--- src/rtl/alu_mul_sequencer.sv ---
// alu_mul_sequencer
//   Command-driven controller for an external combinational W-bit ALU.
//   Each accepted command runs one single-cycle ALU operation, or a W-iteration
//   unsigned shift-add multiply built from ALU adds. Results are returned over
//   a valid/ready response channel. Every output is a register or a decode of
//   the state register, so there is no input-to-output combinational path.
//
// Ports:
//   clk, rst_n           clock, asynchronous active-low reset
//   cmd_valid/cmd_ready  command handshake (ready only in IDLE)
//   cmd_mul              1 = multiply cmd_a*cmd_b, 0 = single ALU op
//   cmd_sel, cmd_cin     ALU select / carry-in for a single op
//   cmd_a, cmd_b         operands (multiplicand / multiplier)
//   alu_a/b/s/cin        ALU operand, select and carry-in lines
//   alu_y, alu_cout      ALU result and arithmetic carry-out
//   rsp_valid/rsp_ready  response handshake
//   rsp_data             2W-bit result
//   rsp_err              multiply requested while MUL_EN = 0
module alu_mul_sequencer #(
  parameter int unsigned W      = 4,
  parameter bit          MUL_EN = 1'b1
) (
  input  logic           clk,
  input  logic           rst_n,
  input  logic           cmd_valid,
  output logic           cmd_ready,
  input  logic           cmd_mul,
  input  logic [3:0]     cmd_sel,
  input  logic           cmd_cin,
  input  logic [W-1:0]   cmd_a,
  input  logic [W-1:0]   cmd_b,
  output logic [W-1:0]   alu_a,
  output logic [W-1:0]   alu_b,
  output logic [3:0]     alu_s,
  output logic           alu_cin,
  input  logic [W-1:0]   alu_y,
  input  logic           alu_cout,
  output logic           rsp_valid,
  input  logic           rsp_ready,
  output logic [2*W-1:0] rsp_data,
  output logic           rsp_err
);

  localparam int unsigned CW = (W > 1) ? $clog2(W) : 1;

  localparam logic [3:0] SEL_ADD  = 4'b0000;  // A + B + cin
  localparam logic [3:0] SEL_PASS = 4'b0010;  // A + cin

  typedef enum logic [1:0] {IDLE, OP, MUL, RSP} state_t;

  state_t          state, state_nxt;
  logic [CW-1:0]   cnt;
  // Multiplier shift register. Bit 0 of the multiplier is already consumed
  // into alu_s when an iteration starts, so only bits [W-1:1] are kept.
  logic [W-1:1]    lo;
  logic            last_iter;
  logic            accept;
  logic            op_carry;
  logic [2*W-1:0]  prod_nxt;

  assign last_iter = (cnt == CW'(W - 1));
  assign accept    = (state == IDLE) && cmd_valid;
  // Carry-out is only meaningful for the arithmetic group.
  assign op_carry  = (alu_s[3:2] == 2'b00) && alu_cout;
  // {hi,lo} after this iteration: {alu_cout, alu_y, lo} shifted right by one.
  // hi lives in alu_a, which always drives the running partial sum.
  assign prod_nxt  = {alu_cout, alu_y, lo};

  always_ff @(posedge clk or negedge rst_n) begin
    if (!rst_n) state <= IDLE;
    else        state <= state_nxt;
  end

  always_comb begin
    state_nxt = state;
    cmd_ready = 1'b0;
    rsp_valid = 1'b0;
    case (state)
      IDLE: begin
        cmd_ready = 1'b1;
        if (cmd_valid) begin
          if (!cmd_mul)    state_nxt = OP;
          else if (MUL_EN) state_nxt = MUL;
          else             state_nxt = RSP;
        end
      end
      OP:  state_nxt = RSP;
      MUL: if (last_iter) state_nxt = RSP;
      RSP: begin
        rsp_valid = 1'b1;
        if (rsp_ready) state_nxt = IDLE;
      end
      default: state_nxt = IDLE;
    endcase
  end

  always_ff @(posedge clk or negedge rst_n) begin
    if (!rst_n) begin
      alu_a    <= '0;
      alu_b    <= '0;
      alu_s    <= '0;
      alu_cin  <= 1'b0;
      lo       <= '0;
      cnt      <= '0;
      rsp_data <= '0;
      rsp_err  <= 1'b0;
    end else begin
      case (state)
        IDLE: begin
          if (accept) begin
            if (!cmd_mul) begin
              alu_a   <= cmd_a;
              alu_b   <= cmd_b;
              alu_s   <= cmd_sel;
              alu_cin <= cmd_cin;
            end else if (MUL_EN) begin
              alu_a   <= '0;
              alu_b   <= cmd_a;
              alu_s   <= cmd_b[0] ? SEL_ADD : SEL_PASS;
              alu_cin <= 1'b0;
              lo      <= cmd_b[W-1:1];
              cnt     <= '0;
            end else begin
              rsp_err  <= 1'b1;
              rsp_data <= '0;
            end
          end
        end
        OP: begin
          rsp_data <= {{(W-1){1'b0}}, op_carry, alu_y};
        end
        MUL: begin
          if (last_iter) begin
            // ALU lines are left as driven during the final iteration.
            rsp_data <= prod_nxt;
            cnt      <= '0;
          end else begin
            alu_a <= prod_nxt[2*W-1:W];
            lo    <= prod_nxt[W-1:1];
            alu_s <= prod_nxt[0] ? SEL_ADD : SEL_PASS;
            cnt   <= cnt + 1'b1;
          end
        end
        RSP: begin
          if (rsp_ready) begin
            rsp_err <= 1'b0;
            alu_a   <= '0;
            alu_b   <= '0;
            alu_s   <= '0;
            alu_cin <= 1'b0;
          end
        end
        default: ;
      endcase
    end
  end

endmodule

--- config.mk ---
export PLATFORM = sky130hd
export DESIGN_NAME = alu_mul_sequencer
export DESIGN_NICKNAME = d
export VERILOG_FILES = /design/src/rtl/alu_mul_sequencer.sv
export SDC_FILE = /design/constraint.sdc
export NUM_CORES = 1
export LEC_CHECK = 0
export BUFFER_PORTS_ARGS = -buffer_cell sky130_fd_sc_hd__clkbuf_2
export CAP_MARGIN = 15
export CORE_ASPECT_RATIO = 0.75
export CORE_UTILIZATION = 35
export DETAILED_ROUTE_END_ITERATION = 10
export PLACE_DENSITY = 0.65
export RECOVER_POWER = 25
export SLEW_MARGIN = 15
export SYNTH_ARGS = -nofsm -noshare
export SYNTH_HDL_FRONTEND = slang
export SYNTH_SLANG_ARGS = --single-unit
export TNS_END_PERCENT = 50
--- constraint.sdc ---
create_clock -name clk -period 2.2 [get_ports clk]
set_input_delay 0.44 -clock clk [delete_from_list [all_inputs] [get_ports clk]]
set_output_delay 0.44 -clock clk [all_outputs]
set_load 0.01 [all_outputs]
Word-level counts from Yosys, hierarchy flattened
Index checks and enable logic that the tools add are counted.
- multiplexer cells: 35
- order comparisons: 0
- eq/ne operators: 10
- $add $sub $neg: 1
- reductions and logical operators: 14
- bitwise gates (word level): 0
- $mul: 0
- shift-type cells: 0
- divide/modulo/power cells: 0
- operators by type and width (operator ; count):
    2-to-1 mux 4 bit ; 9
    one-hot mux 4 bit (3 select lines) ; 2
    2-to-1 mux 2 bit ; 9
    one-hot mux 8 bit (2 select lines) ; 1
    inequality test 2 bit, second input constant ; 6
    2-to-1 mux 3 bit ; 3
    AND reduction 3 bit ; 3
    2-to-1 mux 8 bit ; 1
    one-hot mux 2 bit (4 select lines) ; 1
    one-hot mux 4 bit (2 select lines) ; 1
    AND reduction 4 bit ; 2
    == test 2 bit, second input constant ; 3
    one-hot mux 3 bit (2 select lines) ; 1
    nonzero test 2 bit ; 3
    2-to-1 mux 1 bit ; 5
    zero test 2 bit ; 2
    one-hot mux 2 bit (2 select lines) ; 1
    nonzero test 3 bit ; 1
    adder 2 x 1 -> 2 bit, second input constant ; 1
    == test 2 x 1 -> 1 bit, second input constant ; 1
    logical AND 1 bit ; 2
    one-hot mux 1 bit (2 select lines) ; 1
    AND reduction 2 bit ; 1
- bits in writable memories: 0
- output and inout bits: 24
- memories: 0
- ROM bits: 0
- bits in latches: 0
- bits in registers: 28

Longest topological paths before layout
Gate-level depths: netlist of the first run.
- word-level depth: 4
- depth in mapped cells: 7
- mapped depth without buffers: 5

Worst setup path before layout of the first run
OpenSTA, ideal clock, no wires.
- path type: register to register
- start: reg state[0]
- end: reg alu_a[0]
- setup slack: 0.338 ns
- data required time: 2.075 ns
- path buffers: 2
- period minus slack after synthesis: 1.862 ns
- arrival: 1.737 ns
- stages on the path, launching flop included: 7
- setup time: 0.125 ns
- cells stage by stage: dfrtp_1 ha_1 buf_6 nor2b_4 buf_6 nor3_4 mux2_4
- longest elaborated chain between the ends: 4
- elaborated cells between the ends (all ways): 10
- ends and longest elaborated chain (element ; RTL line ; text):
    start, declared ; 51 ; state_t state, state_nxt;
    start signal, assigned ; 71 ; else state <= state_nxt;
    zero test 2 bit ; 62, 108 ;
    logical AND 1 bit ; 62 ; assign accept = (state == IDLE) && cmd_valid;
    inequality test 2 bit (no source line) ; -- ;
    AND reduction 4 bit (no source line) ; -- ;
    end signal, assigned ; 112 ; alu_a <= cmd_a;
    end signal, assigned ; 138 ; alu_a <= prod_nxt[2*W-1:W];
    end, declared ; 32 ; output logic [W-1:0] alu_a,
Several ways; a longest one is shown, not always the timed one.
A chain may end at the register's enable or synchronous reset.

Worst setup path in the final report of the first run
- start: reg state[0]
- end: reg alu_a[2]
Same word-level chain as after synthesis.

==> out/metrics.cfg, run 1 <==
[status]
status = finished, violations left
violations = capacitance limit, slew limit

[timing]
final.period_utilization_pct = 85.00
rsz0062_at_grt = false
worst_slew_slack_as_a_fraction_of_its_limit_pct = -0.1435
fin_ws_ns = 0.3300
layout_min_cycle_time_ns = 1.870
slew_violations = 28
tightestPinTransition_ns = 1.502
final_worst_hold_slack_ns = 0.3671
finalSetupViolCount = 0
maximum_clock_frequency_mhz = 534.8
tns_ns = 0
finalHoldViolCount = 0
finClkSkew_ns = 0.003387

[critical_path]
kind_of_launch_point_of_the_worst_setup_path = flop
slowest_delay_ns = 0.46
timing.setup.critical_path_class = reg -> reg
startpoint = state[0]
cp_data_required_time_ns = 2.38
endpoint_kind = flop
path_delay_family = simple AND/OR/NAND/NOR gates
worst_ep_arrival_time_ns = 2.05
critPathMaxFanout = 11
path_cells = inv_1 > ha_1 > and2b_4 > nor3_4 > mux2_4
timing.critical_path.slowest_stage_cell = nor3_4
r2r_start = state[0]
cp.buffers_inverters = 1

[finish]
diodes = 0
final_net_count = 231
final_area_um2 = 1982
stdcell_count = 256
syn2layout_area_growth_pct = 19.37
post_route_cells_drive_above_1_share_pct = 33.17
utilization_pct = 43.85

[global_routing]
gr-usage-all-layers_pct = 16.10
congestion_overflow_gr = 0
grt_pass1_wl_um = 5789
first_global_vias = 1164
grt_max_degree = 29
number_of_antenna_violations_at_the_first_check_in_global_routing = 0

[place]
gp_congestion = 0.7948
dpl.cell_count = 252
placedInstanceArea_um2 = 1928
pre_cts_slack_ns = 0.3271
count_of_buffers_inserted_at_the_top_level_ports = 45
dp.final_hpwl_um = 2834

[yosys]
postSynthCellCount = 156
synth-edff-count = 0
synth_seq_cells = 28
synth_cell_type_count = 37
yosys_warnings = 0
yosys_most_used_dff = dfrtp_1
yosysMostFrequentCell = dfrtp_1
syn_avg_cell_area_um2 = 10.64
ys_top_cells_by_count = 28 x dfrtp_1, 14 x mux2i_1, 13 x o21ai_0
netlist_area_um2 = 1660
yosysSeqAreaShare_pct = 42.20
syn_nets = 187
netlist.area_leader.share_pct = 42.20
synth_async_sr_flop_share_pct = 100.0
synth_area_leader_cell = dfrtp_1
synth.area.top_cells = dfrtp_1 42%, mux2i_1 8.4%, ha_1 6.0%

[clocking]
post_cts_resized = 0
clock_latency_ns = 0.28
worst_setup_hold_path_clk_slew_ns = 0.10
cts_hold_buffers = 0
clock-root-buffer = clkbuf_8
postCtsSetupRepairBufs = 0
max-clock-path-buffers = 2
tritoncts.num_buffers = 3
cts_tree = done
htreeDepth = 1
cts_num_sinks = 28

[route]
drt_drc_violations_left = 0
via_count = 1285
wl_per_cell_um = 14.66
vias_per_cell = 5.020
drt_iter0_drc = 36
drt-total-wl_um = 3752
detail_route.first_pass.iterations = 4
postRouteAntennaNets = 0

[min_path]
worstHoldPathType = in -> reg
min-delay-start = cmd_cin

[floorplan]
pin_count = 47
floorplan.initialDensity_pct = 36.74
dieArea_um2 = 5026
chipWidth_um = 81.53
core-area_um2 = 4519
core.rowCount = 21
die_height_um = 61.65

[power]
p_leak_nw = 0.9798
power-per-cell-area_nw_per_um2 = 1390
post-layout-total-power_mw = 2.756
peak_ir_drop_on_the_vdd_network_v = 0.0004574

[job]
max_cap_viol_count = 1

## kinds of logic (layout without fill, tap and decap cells)
family	after synthesis	in the layout	share of synthesized area (%)
AO/OA/AOI/OAI	42	42	16.96
AND/OR/NAND/NOR	34	34	12.66
flip-flops	28	28	42.20
multiplexers	24	24	16.13
buffers and inverters	19	62	5.802
adder cells (fa/ha/maj)	8	8	6.029
other	1	1	0.2259
## power breakdown
part | internal (mW) | switching, mW | total, mW
logic | 0.714 | 0.827 | 1.54
registers | 0.744 | 0.136 | 0.880
clock network | 0.161 | 0.174 | 0.335
total | 1.62 | 1.14 | 2.76
## sequential cells by signal, summed over array words and instances (netlist names)
| register | count |
|---|---|
| lo | 3 |
| alu_b | 4 |
| alu_s | 4 |
| state | 2 |
| rsp_data | 8 |
| cnt | 2 |
| alu_cin | 1 |
| alu_a | 4 |
## per-layer routing
layer	wire length (um)	track usage (%)
met5	0	0
met4	33	3.827
met3	141	4.296
met2	1620	24.17
met1	1957	23.06
## cells in the final DEF, fill, tap and decap left out, types with 6 or more instances in the layout
cell	count
nor2b_1	10
inv_1	8
dfrtp_1	28
a22o_1	7
ha_1	8
a21oi_1	6
nand2_1	6
mux2i_1	14
clkbuf_2	44
o21ai_0	13
## path summary, 6_finish.rpt
check / slack [ns] / cells past startpoint / end
worst max-delay path: 0.33 / 5 / alu_a[2]
min in group asynchronous: 0.50 / 1 / state[0]
max in group asynchronous: 0.83 / 1 / cnt[1]
worst min register to register: 0.52 / 2 / alu_b[2]
worst min-delay path: 0.37 / 3 / alu_cin
worst max register to register: 0.33 / 5 / alu_a[2]
## layout make-up
class	count	area (um^2)
Fill cell	450	2537
Multi-Input combinational cell	109	863.3
Sequential cell	28	700.7
Timing Repair Buffer	50	261.5
Tap cell	57	71.32
Clock buffer	4	55.05
Inverter	8	30.03
## worst register-to-register path, delay by kind of cell (launching register included)
| family | cells | cell delay, ns |
|---|---|---|
| and+or+nand+nor | 2 | 0.67 |
| DFF | 1 | 0.42 |
| muxes | 1 | 0.34 |
| adders and majority gates | 1 | 0.21 |
| buffers and inverters | 1 | 0.12 |
Power figures use the tool's default switching activity.
==> inputs of run 2 (changes only) <==
- CORE_MARGIN: default -> 2
==> run 2 against run 1 <==
The flow still finishes with violations (capacitance limit, slew limit). Clock power down 15%. First-iteration DRC count up 78%. Hold slack better by 0.0092 ns. Global-route usage down 0.78 points. Utilization down 0.30 points. Fmax up 0.11%. Wire length up 1.5%. Non-clock buffer count unchanged. Clock skew up 0.0025 ns. Critical path depth unchanged. Flip-flop and latch count unchanged. Clock-buffer cell count down 1. Critical path type unchanged. Largest cell class unchanged.
==> out/metrics.cfg, run 2 (synthesis gave the netlist of run 1 again) <==
[floorplan]
dieArea_um2 = 5317  ; was 5026 um^2
chipWidth_um = 83.53  ; was 81.53 um
floorplan.initialDensity_pct = 36.74  ; unchanged
die_height_um = 63.65  ; was 61.65 um
pin_count = 47  ; unchanged
core.rowCount = 21  ; unchanged
core-area_um2 = 4519  ; unchanged

[route]
detail_route.first_pass.iterations = 4  ; unchanged
drt_iter0_drc = 64  ; was 36
drt_drc_violations_left = 0  ; unchanged
drt-total-wl_um = 3809  ; was 3752 um
postRouteAntennaNets = 0  ; unchanged
wl_per_cell_um = 14.94  ; was 14.66 um
via_count = 1278  ; was 1285
vias_per_cell = 5.012  ; was 5.020

[clocking]
clock_latency_ns = 0.27  ; was 0.28 ns
max-clock-path-buffers = 2  ; unchanged
tritoncts.num_buffers = 3  ; unchanged
htreeDepth = 1  ; unchanged
clock-root-buffer = clkbuf_8  ; unchanged
worst_setup_hold_path_clk_slew_ns = 0.10  ; about the same
post_cts_resized = 0  ; unchanged
postCtsSetupRepairBufs = 0  ; unchanged
cts_tree = done  ; unchanged
cts_num_sinks = 28  ; unchanged
cts_hold_buffers = 0  ; unchanged

[finish]
final_net_count = 231  ; unchanged
max_flop_register = rsp_data  ; unchanged
layout.cells.most_common = clkbuf_2  ; unchanged
post_route_cells_drive_above_1_share_pct = 32.83  ; was 33.17%
stdcell_count = 255  ; was 256
layout_common_cells = 44 x clkbuf_2, 28 x dfrtp_1, 14 x mux2i_1, 13 x o21ai_0, 10 x nor2b_1  ; unchanged
diodes = 0  ; unchanged
syn2layout_area_growth_pct = 18.54  ; was 19.37%
flip_flop_count_of_the_largest_register_after_layout = 8  ; unchanged

[timing]
final.period_utilization_pct = 84.91  ; was 85.00%
maximum_clock_frequency_mhz = 535.3  ; was 534.8 MHz
final_worst_hold_slack_ns = 0.3763  ; was 0.3671 ns
worst_slew_slack_as_a_fraction_of_its_limit_pct = -1.621  ; was -0.1435%
slew_violations = 29  ; was 28
rsz0062_at_grt = false  ; unchanged
finalSetupViolCount = 0  ; unchanged
tightestPinTransition_ns = 1.524  ; was 1.502 ns
tns_ns = 0  ; unchanged
layout_min_cycle_time_ns = 1.868  ; was 1.870 ns
fin_ws_ns = 0.3320  ; was 0.3300 ns
finClkSkew_ns = 0.005910  ; was 0.003387 ns
finalHoldViolCount = 0  ; unchanged

[power]
peak_ir_drop_on_the_vdd_network_v = 0.0005464  ; was 0.0004574 V
p_leak_nw = 0.9726  ; was 0.9798 nW
power-per-cell-area_nw_per_um2 = 1381  ; was 1390 nW/um^2
post-layout-total-power_mw = 2.718  ; was 2.756 mW

[critical_path]
endpoint_kind = flop  ; unchanged
crit_end = alu_a[1]  ; was alu_a[2]
critPathMaxFanout = 11  ; unchanged
cp_data_required_time_ns = 2.37  ; was 2.38 ns
worst_ep_arrival_time_ns = 2.04  ; was 2.05 ns
timing.setup.critical_path_class = reg -> reg  ; unchanged
rr_worst_depth = 5  ; unchanged
startpoint = state[0]  ; unchanged
ff2ff_setup_slack_ns = 0.33  ; about the same
r2r_start = state[0]  ; unchanged
capture_instance_of_the_worst_register_to_register_path = alu_a[1]  ; was alu_a[2]
kind_of_launch_point_of_the_worst_setup_path = flop  ; unchanged

[place]
gp_congestion = 0.7816  ; was 0.7948
dp.final_hpwl_um = 2933  ; was 2834 um
dpl.cell_count = 252  ; unchanged
pre_cts_slack_ns = 0.3548  ; was 0.3271 ns
count_of_buffers_inserted_at_the_top_level_ports = 45  ; unchanged

[global_routing]
globalRouteMet3Util_pct = 4.587  ; was 4.296%
number_of_antenna_violations_at_the_first_check_in_global_routing = 0  ; unchanged
grt_max_degree = 29  ; unchanged
grt_pass1_wl_um = 6513  ; was 5789 um
use_met1_pct = 22.64  ; was 23.06%
gr-max-usage-layer = met2  ; unchanged
congestion_overflow_gr = 0  ; unchanged
gr-usage-met2_pct = 22.78  ; was 24.17%
gr-usage-all-layers_pct = 15.32  ; was 16.10%
first_global_vias = 1267  ; was 1164

[status]
violations = capacitance limit, slew limit  ; unchanged
status = finished, violations left  ; unchanged

[min_path]
worstHoldPathType = in -> reg  ; unchanged

[job]
max_cap_viol_count = 1  ; unchanged

==> run 2: per-layer routing <==
layer	vias to the layer above	share of wire, %
li1	643	-
met1	602	52
met2	31	43
met3	2	4.9
met4	0	0.34
met5	-	0
==> run 2: worst min-delay path by stage <==
stage                     slack [ns]     endpoint  cells past startpoint      from
after floorplan                 0.14     alu_a[0]                      0     rst_n
after global placement          0.49     alu_b[1]                      2  alu_b[1]
after detailed placement        0.50     alu_a[1]                      1  alu_a[1]
after CTS                       0.22  rsp_data[6]                      1     rst_n
after global routing            0.37      alu_cin                      3   cmd_cin
final                           0.38      alu_cin                      3   cmd_cin
==> run 2: report_power, final <==
group / internal [mW] / switching (mW)
Combinational: 0.713 / 0.838
Sequential: 0.744 / 0.139
Clock: 0.123 / 0.161
Total: 1.58 / 1.14
==> run 2: worst max-delay path, stage by stage (launching register included) <==
cell	delay, ns
dfrtp_1	0.41
inv_1	0.12
ha_1	0.21
and2b_4	0.21
nor3_4	0.46
mux2_4	0.34
==> run 2: final cells by class <==
cell class / count / area, um^2
multi-input combinational: 109 / 863.3
sequential: 28 / 700.7
tap: 57 / 71.32
clock buffer: 3 / 41.29
fill: 460 / 2551
inverter: 8 / 30.03
timing repair buffer: 50 / 261.5
==> run 2: per-stage QoR <==
step	util (%)	cell area (um^2)
2_1_floorplan	-	1660
3_3_place_gp	42.66	1928
3_5_place_dp	42.66	1928
4_1_cts	43.58	1969
5_1_grt	43.55	1968
6_report	43.55	1968
==> inputs of run 3 (changes only) <==
- PLACE_DENSITY: 0.65 -> 0.68
- clock period: 2.2 -> 1.7 ns (I/O delays scaled with it)
==> run 3 against run 2 <==
The run now ends clean. Hold slack lost 0.28 ns. Flip-flop and latch count stayed put. Global-route usage decreased by 0.89 points. Sequential power rose by 28%. Critical path type is now reg -> out. Clock skew down 0.00095 ns. Final cell count up 4.7%. Clock-buffer cell count unchanged. Critical path depth down 1. First-iteration DRC count rose by 11%. Via count grew 2.5%.
==> out/metrics.cfg, run 3 (synthesis gave the netlist of run 1 again) <==
[critical_path]
startpoint = state[1]  ; was state[0]
critPathMaxFanout = 9  ; was 11
capture_instance_of_the_worst_register_to_register_path = state[0]  ; was alu_a[1]
cp_data_required_time_ns = 1.36  ; was 2.37 ns
cp_common_cell = buf_4
cp_num_cells = 4  ; was 5
rr_worst_depth = 7  ; was 5
path_delay_family = buffers and inverters  ; was simple AND/OR/NAND/NOR gates
r2r_start = state[1]  ; was state[0]
cp.buffers_inverters = 3  ; was 1
ff2ff_setup_slack_ns = 0.05  ; was 0.33 ns
path_cells = buf_4 > ha_2 > buf_4 > clkbuf_2  ; was inv_1 > ha_1 > and2b_4 > nor3_4 > mux2_4
kind_of_launch_point_of_the_worst_setup_path = flop  ; unchanged
timing.critical_path.slowest_stage_cell = dfrtp_1  ; was nor3_4
worst_ep_arrival_time_ns = 1.31  ; was 2.04 ns
slowest_delay_ns = 0.41  ; was 0.46 ns
timing.setup.critical_path_class = reg -> out  ; was reg -> reg
endpoint_kind = output pin  ; was flop
crit_end = rsp_valid  ; was alu_a[1]

[power]
p_leak_nw = 1.033  ; was 0.9726 nW
power-per-cell-area_nw_per_um2 = 1838  ; was 1381 nW/um^2
peak_ir_drop_on_the_vdd_network_v = 0.0006622  ; was 0.0005464 V

[route]
drt-total-wl_um = 3836  ; was 3809 um
via_count = 1310  ; was 1278
drt_drc_violations_left = 0  ; unchanged
detail_route.first_pass.iterations = 4  ; unchanged
vias_per_cell = 4.906  ; was 5.012
drt_iter0_drc = 71  ; was 64
wl_per_cell_um = 14.37  ; was 14.94 um
postRouteAntennaNets = 0  ; unchanged

[clocking]
cts_tree = done  ; unchanged
cts_num_sinks = 28  ; unchanged
tritoncts.num_buffers = 3  ; unchanged
worst_setup_hold_path_clk_slew_ns = 0.09  ; was 0.10 ns
clock-root-buffer = clkbuf_8  ; unchanged
cts_hold_buffers = 0  ; unchanged
htreeDepth = 1  ; unchanged
max-clock-path-buffers = 2  ; unchanged
clock_latency_ns = 0.27  ; about the same

[finish]
post_route_cells_drive_above_1_share_pct = 41.43  ; was 32.83%
final_net_count = 243  ; was 231
max_flop_register = rsp_data  ; unchanged
syn2layout_area_growth_pct = 27.28  ; was 18.54%
multi_input_area_um2 = 904.6  ; was 863.3 um^2
flip_flop_count_of_the_largest_register_after_layout = 8  ; unchanged
n_fill_cell = 448  ; was 460
layout.cells.most_common = clkbuf_2  ; unchanged
diodes = 0  ; unchanged
layout_common_cells = 45 x clkbuf_2, 28 x dfrtp_1, 14 x buf_4, 13 x o21ai_0, 12 x mux2i_1  ; was 44 x clkbuf_2, 28 x dfrtp_1, 14 x mux2i_1, 13 x o21ai_0, 10 x nor2b_1
final_area_um2 = 2113  ; was 1968 um^2
utilization_pct = 46.76  ; was 43.55%
sequential_cell_area_um2 = 700.7  ; unchanged

[global_routing]
gr-usage-met2_pct = 21.67  ; was 22.78%
congestion_overflow_gr = 0  ; unchanged
use_met1_pct = 21.82  ; was 22.64%
gr-usage-all-layers_pct = 14.43  ; was 15.32%
grt_max_degree = 29  ; unchanged
globalRouteMet3Util_pct = 3.670  ; was 4.587%
gr-max-usage-layer = met1  ; was met2
grt_pass1_wl_um = 6182  ; was 6513 um
first_global_vias = 1253  ; was 1267
number_of_antenna_violations_at_the_first_check_in_global_routing = 0  ; unchanged

[timing]
fin_ws_ns = 0.04523  ; was 0.3320 ns
finalHoldViolCount = 0  ; unchanged
maximum_clock_frequency_mhz = 604.3
tns_ns = 0  ; unchanged
worst_slew_slack_as_a_fraction_of_its_limit_pct = 53.34  ; was -1.621%
finClkSkew_ns = 0.004959  ; was 0.005910 ns
layout_min_cycle_time_ns = 1.655
tightestPinTransition_ns = 0.6999  ; was 1.524 ns
final.period_utilization_pct = 97.34
rsz0062_at_grt = true  ; was false
slew_violations = 0  ; was 29
finalSetupViolCount = 0  ; unchanged

[min_path]
worstHoldPathType = in -> async  ; was in -> reg

[status]
status = complete, no violations  ; was finished, violations left

[floorplan]
chipWidth_um = 83.53  ; unchanged
core-area_um2 = 4519  ; unchanged
floorplan.initialDensity_pct = 36.74  ; unchanged
core.rowCount = 21  ; unchanged
pin_count = 47  ; unchanged
dieArea_um2 = 5317  ; unchanged
die_height_um = 63.65  ; unchanged

[place]
count_of_buffers_inserted_at_the_top_level_ports = 45  ; unchanged
gp_congestion = 0.7685  ; was 0.7816
pre_cts_slack_ns = -0.03158  ; was 0.3548 ns
placedInstanceArea_um2 = 2013  ; was 1928 um^2
dp.final_hpwl_um = 2973  ; was 2933 um

[job]
max_cap_viol_count = 0  ; was 1

[run 3: changes by cell type in the layout (fill, tap and decap cells not counted), moves of 2 or more]
cell | previous run | this run
ha_1 | 8 | 4
inv_2 | 0 | 2
mux2i_1 | 14 | 12
buf_4 | 5 | 14
ha_2 | 0 | 4
inv_1 | 8 | 6
[run 3: through the flow]
stage	std cells	power (mW)	hold slack, ns
after CTS	265	3.812	0.1149
final	267	3.885	0.09984
after detailed placement	261	3.361	0.4190
after floorplan	156	2.649	0.04441
after global placement	261	3.316	0.4137
after global routing	267	4.200	0.1590
[run 3: final cells by class]
| class | instances | share of cell area (%) |
|---|---|---|
| Multi-Input combinational cell | 110 | 42.81 |
| Sequential cell | 28 | 33.16 |
| Timing Repair Buffer | 61 | 17.29 |
| Tap cell | 57 | 3.375 |
| Clock buffer | 3 | 1.954 |
| Inverter | 8 | 1.421 |
[run 3: routing by layer]
layer  vias up  wire (um)
li1        666          -
met3         0        140
met2        26       1654
met1       618       2041
met5         -          0
met4         0          0
[run 3: worst reg2reg max path, stage by stage, from the launching register on]
cell	delay (ns)
dfrtp_1	0.41
buf_4	0.15
ha_2	0.19
nor2b_4	0.14
buf_4	0.16
nor3_2	0.13
buf_4	0.15
mux2i_2	0.24
[run 3: what timing repair did]
item	4_1_cts	5_1_grt
setup buffers	1	1
pin swaps	1	2
resized for setup	1	8
gates cloned	0	1
endpoints found under the setup margin	10	21
[run 3: worst min path at each step]
stage               startpoint          end
floorplan                rst_n     alu_a[0]
global placement         rst_n  rsp_data[5]
CTS                      rst_n       cnt[0]
detailed placement       rst_n  rsp_data[6]
global route             rst_n  rsp_data[6]
finish                   rst_n     alu_s[3]
[run 3: report_power, final]
| group | total [mW] | internal [mW] | switching (mW) |
|---|---|---|---|
| logic | 2.40 | 1.20 | 1.19 |
| clock network | 0.353 | 0.159 | 0.194 |
| registers | 1.13 | 0.963 | 0.171 |
